--- src/rtl/bcp_driver.sv ---
// Initiator-side sequencer for the BCP clause checker: fetches clauses,
// drives load/evaluate pulses and applies returned implications.
module bcp_driver #(
   parameter int VAR_NUM    = 8,
   parameter int ENC_W      = 3,
   parameter int CLAUSE_NUM = 16,
   parameter int ADDR_W     = 4,
   parameter int WATCHDOG   = 4
) (
   input  logic               clock,
   input  logic               reset,
   input  logic               start,
   input  logic [VAR_NUM-1:0] assign_in,
   input  logic [VAR_NUM-1:0] free_in,
   input  logic [ADDR_W:0]    num_clauses,
   output logic               clause_rd,
   output logic [ADDR_W-1:0]  clause_addr,
   input  logic [VAR_NUM-1:0] clause_type_in,
   input  logic [VAR_NUM-1:0] clause_mask_in,
   input  logic [VAR_NUM-1:0] clause_size_in,
   output logic               bcp_initial,
   output logic               en,
   output logic [VAR_NUM-1:0] clause_type,
   output logic [VAR_NUM-1:0] clause_mask,
   output logic [VAR_NUM-1:0] clause_size,
   output logic [VAR_NUM-1:0] assignment,
   output logic [VAR_NUM-1:0] free,
   input  logic               unit_exist,
   input  logic [ENC_W-1:0]   encoded_implication,
   input  logic               bcp_is_work,
   output logic               busy,
   output logic               done,
   output logic [VAR_NUM-1:0] impl_count,
   output logic [VAR_NUM-1:0] pass_count,
   output logic               bad_impl,
   output logic               timeout
);

   typedef enum logic [2:0] {
      S_IDLE,
      S_FETCH,
      S_LOAD,
      S_EVAL,
      S_WAIT,
      S_CHECK,
      S_NEXT,
      S_DONE
   } state_t;

   localparam int WD_W = $clog2(WATCHDOG + 1);
   localparam logic [WD_W-1:0] WD_LAST = WD_W'(WATCHDOG - 1);
   localparam logic [ADDR_W:0] N_MAX = (ADDR_W+1)'(CLAUSE_NUM);
   localparam logic [ADDR_W:0] N_ONE = (ADDR_W+1)'(1);
   localparam logic [ADDR_W-1:0] A_ONE = ADDR_W'(1);
   localparam logic [VAR_NUM-1:0] V_ONE = VAR_NUM'(1);

   state_t             state;
   logic [ADDR_W-1:0]  idx;
   logic [ADDR_W:0]    n_clauses;
   logic [ADDR_W:0]    last_idx;
   logic [VAR_NUM-1:0] en_cnt;
   logic [WD_W-1:0]    wd_cnt;
   logic               pass_changed;
   logic               unit_q;
   logic [ENC_W-1:0]   impl_q;
   logic [VAR_NUM-1:0] k_hot;
   logic               k_ok;

   assign last_idx = n_clauses - N_ONE;
   assign k_hot    = V_ONE << impl_q;
   // an implication is only legal on a free variable the clause covers
   assign k_ok     = (free & clause_mask & k_hot) != '0;

   always_ff @(posedge clock) begin
      if (reset) begin
         state        <= S_IDLE;
         idx          <= '0;
         n_clauses    <= '0;
         en_cnt       <= '0;
         wd_cnt       <= '0;
         pass_changed <= 1'b0;
         unit_q       <= 1'b0;
         impl_q       <= '0;
         clause_rd    <= 1'b0;
         clause_addr  <= '0;
         bcp_initial  <= 1'b0;
         en           <= 1'b0;
         clause_type  <= '0;
         clause_mask  <= '0;
         clause_size  <= '0;
         assignment   <= '0;
         free         <= '1;
         busy         <= 1'b0;
         done         <= 1'b0;
         impl_count   <= '0;
         pass_count   <= '0;
         bad_impl     <= 1'b0;
         timeout      <= 1'b0;
      end else begin
         clause_rd   <= 1'b0;
         bcp_initial <= 1'b0;
         en          <= 1'b0;
         done        <= 1'b0;
         unique case (state)
            S_IDLE: begin
               if (start) begin
                  assignment   <= assign_in;
                  free         <= free_in;
                  impl_count   <= '0;
                  bad_impl     <= 1'b0;
                  timeout      <= 1'b0;
                  pass_changed <= 1'b0;
                  idx          <= '0;
                  pass_count   <= V_ONE;
                  busy         <= 1'b1;
                  if (num_clauses > N_MAX)
                     n_clauses <= N_MAX;
                  else
                     n_clauses <= num_clauses;
                  if (num_clauses == '0) begin
                     done  <= 1'b1;
                     state <= S_DONE;
                  end else begin
                     clause_rd   <= 1'b1;
                     clause_addr <= '0;
                     state       <= S_FETCH;
                  end
               end
            end
            S_FETCH: state <= S_LOAD;
            S_LOAD: begin
               clause_type <= clause_type_in;
               clause_mask <= clause_mask_in;
               clause_size <= clause_size_in;
               bcp_initial <= 1'b1;
               en_cnt      <= '0;
               if (clause_size_in == '0)
                  state <= S_NEXT;
               else
                  state <= S_EVAL;
            end
            S_EVAL: begin
               en     <= 1'b1;
               en_cnt <= en_cnt + V_ONE;
               wd_cnt <= '0;
               state  <= S_WAIT;
            end
            S_WAIT: begin
               if (!bcp_is_work) begin
                  if (en_cnt < clause_size) begin
                     state <= S_EVAL;
                  end else begin
                     unit_q <= unit_exist;
                     impl_q <= encoded_implication;
                     state  <= S_CHECK;
                  end
               end else if (wd_cnt == WD_LAST) begin
                  timeout <= 1'b1;
                  done    <= 1'b1;
                  state   <= S_DONE;
               end else begin
                  wd_cnt <= wd_cnt + 1'b1;
               end
            end
            S_CHECK: begin
               if (unit_q && k_ok) begin
                  assignment   <= (assignment & ~k_hot)
                                | (clause_type & k_hot);
                  free         <= free & ~k_hot;
                  pass_changed <= 1'b1;
                  if (impl_count != '1)
                     impl_count <= impl_count + V_ONE;
               end else if (unit_q) begin
                  bad_impl <= 1'b1;
               end
               state <= S_NEXT;
            end
            S_NEXT: begin
               if ({1'b0, idx} == last_idx) begin
                  if (pass_changed && free != '0) begin
                     idx          <= '0;
                     pass_changed <= 1'b0;
                     clause_rd    <= 1'b1;
                     clause_addr  <= '0;
                     state        <= S_FETCH;
                     if (pass_count != '1)
                        pass_count <= pass_count + V_ONE;
                  end else begin
                     done  <= 1'b1;
                     state <= S_DONE;
                  end
               end else begin
                  idx         <= idx + A_ONE;
                  clause_rd   <= 1'b1;
                  clause_addr <= idx + A_ONE;
                  state       <= S_FETCH;
               end
            end
            S_DONE: begin
               busy  <= 1'b0;
               state <= S_IDLE;
            end
            default: state <= S_IDLE;
         endcase
      end
   end

endmodule
--- config.mk ---
export PLATFORM = sky130hd
export DESIGN_NAME = bcp_driver
export DESIGN_NICKNAME = d
export VERILOG_FILES = /design/src/rtl/bcp_driver.sv
export SDC_FILE = /design/constraint.sdc
export NUM_CORES = 1
export LEC_CHECK = 0
export BUFFER_PORTS_ARGS = -buffer_cell sky130_fd_sc_hd__buf_2
export CAP_MARGIN = 20
export CORE_AREA = 2 2 117 119
export DETAILED_ROUTE_END_ITERATION = 12
export DIE_AREA = 0 0 119 121
export GPL_ROUTABILITY_DRIVEN = 0
export GPL_TIMING_DRIVEN = 1
export PLACE_DENSITY = 0.65
export SYNTH_ARGS = -nofsm -noshare
export SYNTH_HDL_FRONTEND = slang
export SYNTH_SLANG_ARGS = --single-unit
--- constraint.sdc ---
create_clock -name clock -period 5.09 [get_ports clock]
set_input_delay 1.018 -clock clock [delete_from_list [all_inputs] [get_ports clock]]
set_output_delay 1.018 -clock clock [all_outputs]
set_load 0.01 [all_outputs]
# Yosys cells after proc, flatten, opt, wreduce, memory -nomap -nowiden
# Cells that the tools add are included.
[op_classes]
reduce_logical = 27
shift = 1
eq_ne = 25
n_bitwise = 9
addsub = 6
mux = 63
magnitude_cmp = 2
[op_table]
columns = ["cell", "count"]
rows = [
  ["$mux 8", 11],
  ["$pmux 8 s2", 5],
  ["$and 8x8->8", 5],
  ["$mux 3", 10],
  ["$add 8x1->8 const B", 3],
  ["$ne 2x2->1 const B", 12],
  ["$pmux 3 s8", 1],
  ["$mux 1", 21],
  ["$mux 4", 5],
  ["$ne 8x8->1 const B", 2],
  ["$pmux 4 s2", 2],
  ["$reduce_and 4->1", 4],
  ["$reduce_bool 8->1", 2],
  ["$eq 3x3->1 const B", 4],
  ["$reduce_and 3->1", 4],
  ["$reduce_bool 2->1", 6],
  ["$reduce_and 5->1", 2],
  ["$eq 3x2->1 const B", 3],
  ["$logic_not 8->1", 1],
  ["$lt 8x8->1", 1],
  ["$not 8->8", 1],
  ["$or 8x8->8", 1],
  ["$pmux 1 s2", 4],
  ["$shl 1x3->8 const A", 1],
  ["other kinds (16)", 22],
]
[word_totals]
word_cells = 156
reg_bits = 95

# Depth between registers and ports, before layout
[logic_depth]
word_depth = 6
ltp_mapped = 8
depth_no_buf = 8

# Worst setup path after synthesis
# OpenSTA, ideal clock, no wires.
[synth_timing]
path_type = "input-to-reg"
start = "input port num_clauses[0]"
end = "register clause_addr[1]"
required_time_ps = 5031
arrival_time_ps = 2231
setup_slack_ps = 2799
setup_ps = 59
n_path_buf = 0
cell_stages = 5
cell_sequence = "or4_1 > nor3_1 > a21oi_1 > o22ai_1 > a22o_1"
[synth_via]
elab_chain_cells = 3
[synth_lines]
columns = ["element", "line", "text"]
rows = [
  ["start: declaration", "15", "input logic [ADDR_W:0] num_clauses,"],
  ["$logic_not 5->1", "120", "if (num_clauses == '0) begin"],
  ["$ne 2x2->1 (no line)", "n/a", ""],
  ["$reduce_and 4->1 (no line)", "n/a", ""],
  ["end signal: assignment", "195", "clause_addr <= idx + A_ONE;"],
  ["end: declaration", "17", "output logic [ADDR_W-1:0] clause_addr,"],
]
# Every way passes these cells.
# A chain may end at the register's enable or synchronous reset.

# Worst setup path in the final report
[layout_timing]
start = "register state[0]"
end = "register free[1]"
[layout_via]
elab_chain_cells = 3
elab_cells_between_ends = 7
classes_between = "eq/ne: 3; mux: 1; reduce/logical: 3"
[layout_lines]
columns = ["element", "line", "text"]
rows = [
  ["start: declaration", "57", "state_t state;"],
  ["start signal: assignment", "76", "state <= S_IDLE;"],
  ["start signal: assignment", "122", "state <= S_DONE;"],
  ["start signal: assignment", "126", "state <= S_FETCH;"],
  ["$eq 3x3->1 or $logic_not 3->1 (tied branches)", "104", "unique case (state)"],
  ["$ne 2x2->1 (no line) or $reduce_bool 2->1 (tied branches)", "n/a", ""],
  ["$reduce_and 3->1 (no line)", "n/a", ""],
  ["end signal: assignment", "108", "free <= free_in;"],
  ["end signal: assignment", "169", "free <= free & ~k_hot;"],
  ["end: declaration", "27", "output logic [VAR_NUM-1:0] free,"],
]
# Several ways; a longest one is shown, not always the timed one.

==> impl_metrics.ini <==
[synthesis]
synth-xor-area-share_pct = 4.36
yosysSeqAreaShare_pct = 42.0
ys_ff_latch = 95
syn-instance-count = 511
async_flop_share_pct = 0
synth.avg_cell_area_um2 = 8.86
synth_top_family_by_area = simple AND/OR/NAND/NOR gates
synth_area_um2 = 4530
synthAdderAreaFrac_pct = 3.87
yosys.area_share.simple_pct = 23.6
synthMuxAreaShare_pct = 1.33
synth_compound_area_share_pct = 20.5
ys_types = 61
ys_top_cells_by_area = dfxtp_1 (42%), nor2_1 (4.3%), nand2_1 (3.9%)
syn_nets = 578
synth_edf_count = 0
ys.flop_type = dfxtp_1
yosysWarnings = 0
synth_top_area_cell = dfxtp_1
synth_top_area_share_pct = 42.0

[status]
status = finished clean

[min_path]
min_path_type = flop to flop

[cts]
cts_buffers = 9
cts_resized = 0
clk_pin_slew_ps = 60
cts_sinks = 95
clk_latency_ps = 340
cts.path.max_buffers = 2
holdBufCountCts = 0
cts_setup_buffers = 0
htreeDepth = 3
root_buffer = clkbuf_16
tritoncts = yes

[placement]
dpl_cell_area_um2 = 5230
io_buffers = 119
place_hpwl_um = 9410
preCtsSetupSlack_ps = 2120

[global_route]
grt_pass1_vias = 3921
antenna_found_initial = 1
grt_pass1_wl_um = 20000
grt_max_degree = 53
overflow = 0
track_usage_pct = 17.4

[layout]
nets = 682
area_growth_pct = 21.7
final_cell_mix = buf_2 (119), dfxtp_1 (95), nor2_1 (52)
drive_gt1_share_pct = 23.7
final_common_cell = buf_2
design_area_um2 = 5510

[timing]
rsz0062_at_grt = false
min_period_ps = 2880
post-route-period-util_pct = 56.5
finalSetupTns_ps = 0
tightest_slew_ps = 1040
hold_viol = 0
max_slew_margin_pct = 30.7
skew_ps = 3.09
final-max-slew-violation-count = 0
fin_ws_ps = 2210
finalSetupViolCount = 0
fmax_ghz = 0.348

[pwr]
peakVddDrop_v = 0.000164
power_frac_clock_pct = 27.4
power_frac_comb_pct = 29.2
powerDensity_nw_per_um2 = 423
p_sw_share_pct = 35.6
switching_power_mw = 0.829
internal-power_mw = 1.50
power.leakage_nw = 2.31
power_mw = 2.33
sequentialPowerShare_pct = 43.3

[worst_setup_path]
crit_fanout = 21
cpPeakStageDelay_ps = 750
reg2regPathDepth = 5
r2r-start = state[0]$_SDFFE_PP0P_
crit_type = flop to flop
cp.buffers_inverters = 0
path_depth = 5
critical_path_arrival_ps = 3110
crit_required_ps = 5330
crit_slowest_cell = dfxtp_1
crit_path_start = state[0]$_SDFFE_PP0P_
critPathCapture = free[1]$_SDFFE_PP1P_
start_kind = flop
cp_cell_sequence = and3b_1, nand2_1, a21oi_2, o22ai_1, a221o_1
end_kind = flop
r2r_end = free[1]$_SDFFE_PP1P_
rrSetupSlack_ps = 2210
cp_top_family = compound AO/OA/AOI/OAI gates

[die]
core_area_um2 = 13100
initial_utilization_pct = 34.6
num_rows = 42
ioPinCount = 120
die_area_um2 = 14400
die_x_um = 119
die_h_um = 121

[routing]
drt_first_pass_iters = 4
drc_errors = 0
vias_per_cell = 5.26
routed-via-count = 4189
drtAntennaViolNets = 0
routedWlPerCell_um = 15.8
drt_iter0_markers = 283
drt_wl_total_um = 12600

[run]
maxCapViolations = 0
==> power by group through the flow <==
stage	Sequential [mW]	Combinational [mW]	Clock [mW]
final	1.01	0.682	0.640
after global routing	1.03	0.757	0.684
after CTS	1.01	0.687	0.654
after detailed placement	1.02	0.684	0
after global placement	1.02	0.670	0
after floorplan	1.00	0.462	0
==> per-stage QoR <==
| stage | utilization [%] | hold slack (ps) | std cells |
|---|---|---|---|
| 6_report | 42.1 | 451 | 797 |
| 5_1_grt | 42.1 | 480 | 796 |
| 4_1_cts | 42.1 | 458 | 796 |
| 3_5_place_dp | 40.0 | 442 | 780 |
| 3_3_place_gp | 40.0 | 444 | 780 |
| 2_1_floorplan | - | 445 | 511 |
==> layer usage <==
metal / routed length, um / share of wire [%] / GRT usage (%) / up-vias
met2: 5910 / 47 / 28.6 / 127
met3: 785 / 6.3 / 4.89 / 14
met5: 0 / 0 / 0 / -
met4: 235 / 1.9 / 5.21 / 0
li1: - / - / - / 2069
met1: 5630 / 45 / 22.2 / 1979
==> cells by family after synthesis <==
family / count (synthesis)
compound gates: 123
simple gates: 208
xor+xnor: 21
fa+ha+maj: 14
mux: 6
buf+inv: 44
flops: 95
==> final cells by class <==
| class | instances | area [um^2] |
|---|---|---|
| Antenna cell | 1 | 2.50 |
| Clock buffer | 13 | 260 |
| Clock inverter | 3 | 17.5 |
| Fill cell | 1328 | 7570 |
| Inverter | 15 | 56.3 |
| Multi-Input combinational cell | 372 | 2430 |
| Sequential cell | 95 | 1900 |
| Tap cell | 176 | 220 |
| Timing Repair Buffer | 122 | 618 |
==> synthesized netlist by cell type (3+ instances only) <==
library cell  count
o21bai_1          6
and3b_1           4
nand2b_1          3
clkbuf_1         18
ha_1             14
nand4_1           8
nor3_1           25
and3_1            5
or4_1             3
dfxtp_1          95
a21oi_1          31
or3_1             5
inv_1            15
nor2b_1           6
nor3b_1           3
nor2_1           52
a221o_1           8
a211oi_1          3
nand4b_1          3
mux2i_1           6
buf_1             4
a21o_1            8
buf_6             3
nand2_1          47
a22o_1           19
and2_1            4
nand3_1          18
xor2_1           12
o21ai_1           9
o21ai_0           9
xnor2_1           8
o22ai_1           5
nand3b_1         11
a32o_1            6
==> registers in the layout (all words and copies together) (netlist names), 3 cells and up, named ones only <==
signal,count
clause_mask,8
clause_size,8
clause_type,8
en_cnt,8
free,8
impl_count,8
pass_count,8
n_clauses,5
clause_addr,4
idx,4
impl_q,3
state,3
wd_cnt,3
==> worst min-delay path by stage <==
stage,end,depth (start not counted),from
3_3_place_gp,clause_addr[2]$_SDFFE_PP0P_,1,clause_addr[2]$_SDFFE_PP0P_
5_1_grt,clause_addr[2]$_SDFFE_PP0P_,1,clause_addr[2]$_SDFFE_PP0P_
2_1_floorplan,n_clauses[1]$_SDFFE_PP0P_,2,n_clauses[1]$_SDFFE_PP0P_
6_report,clause_addr[2]$_SDFFE_PP0P_,1,clause_addr[2]$_SDFFE_PP0P_
4_1_cts,clause_addr[2]$_SDFFE_PP0P_,1,clause_addr[2]$_SDFFE_PP0P_
3_5_place_dp,clause_addr[2]$_SDFFE_PP0P_,1,clause_addr[2]$_SDFFE_PP0P_
Note: power is estimated with default switching activity, not from simulation.
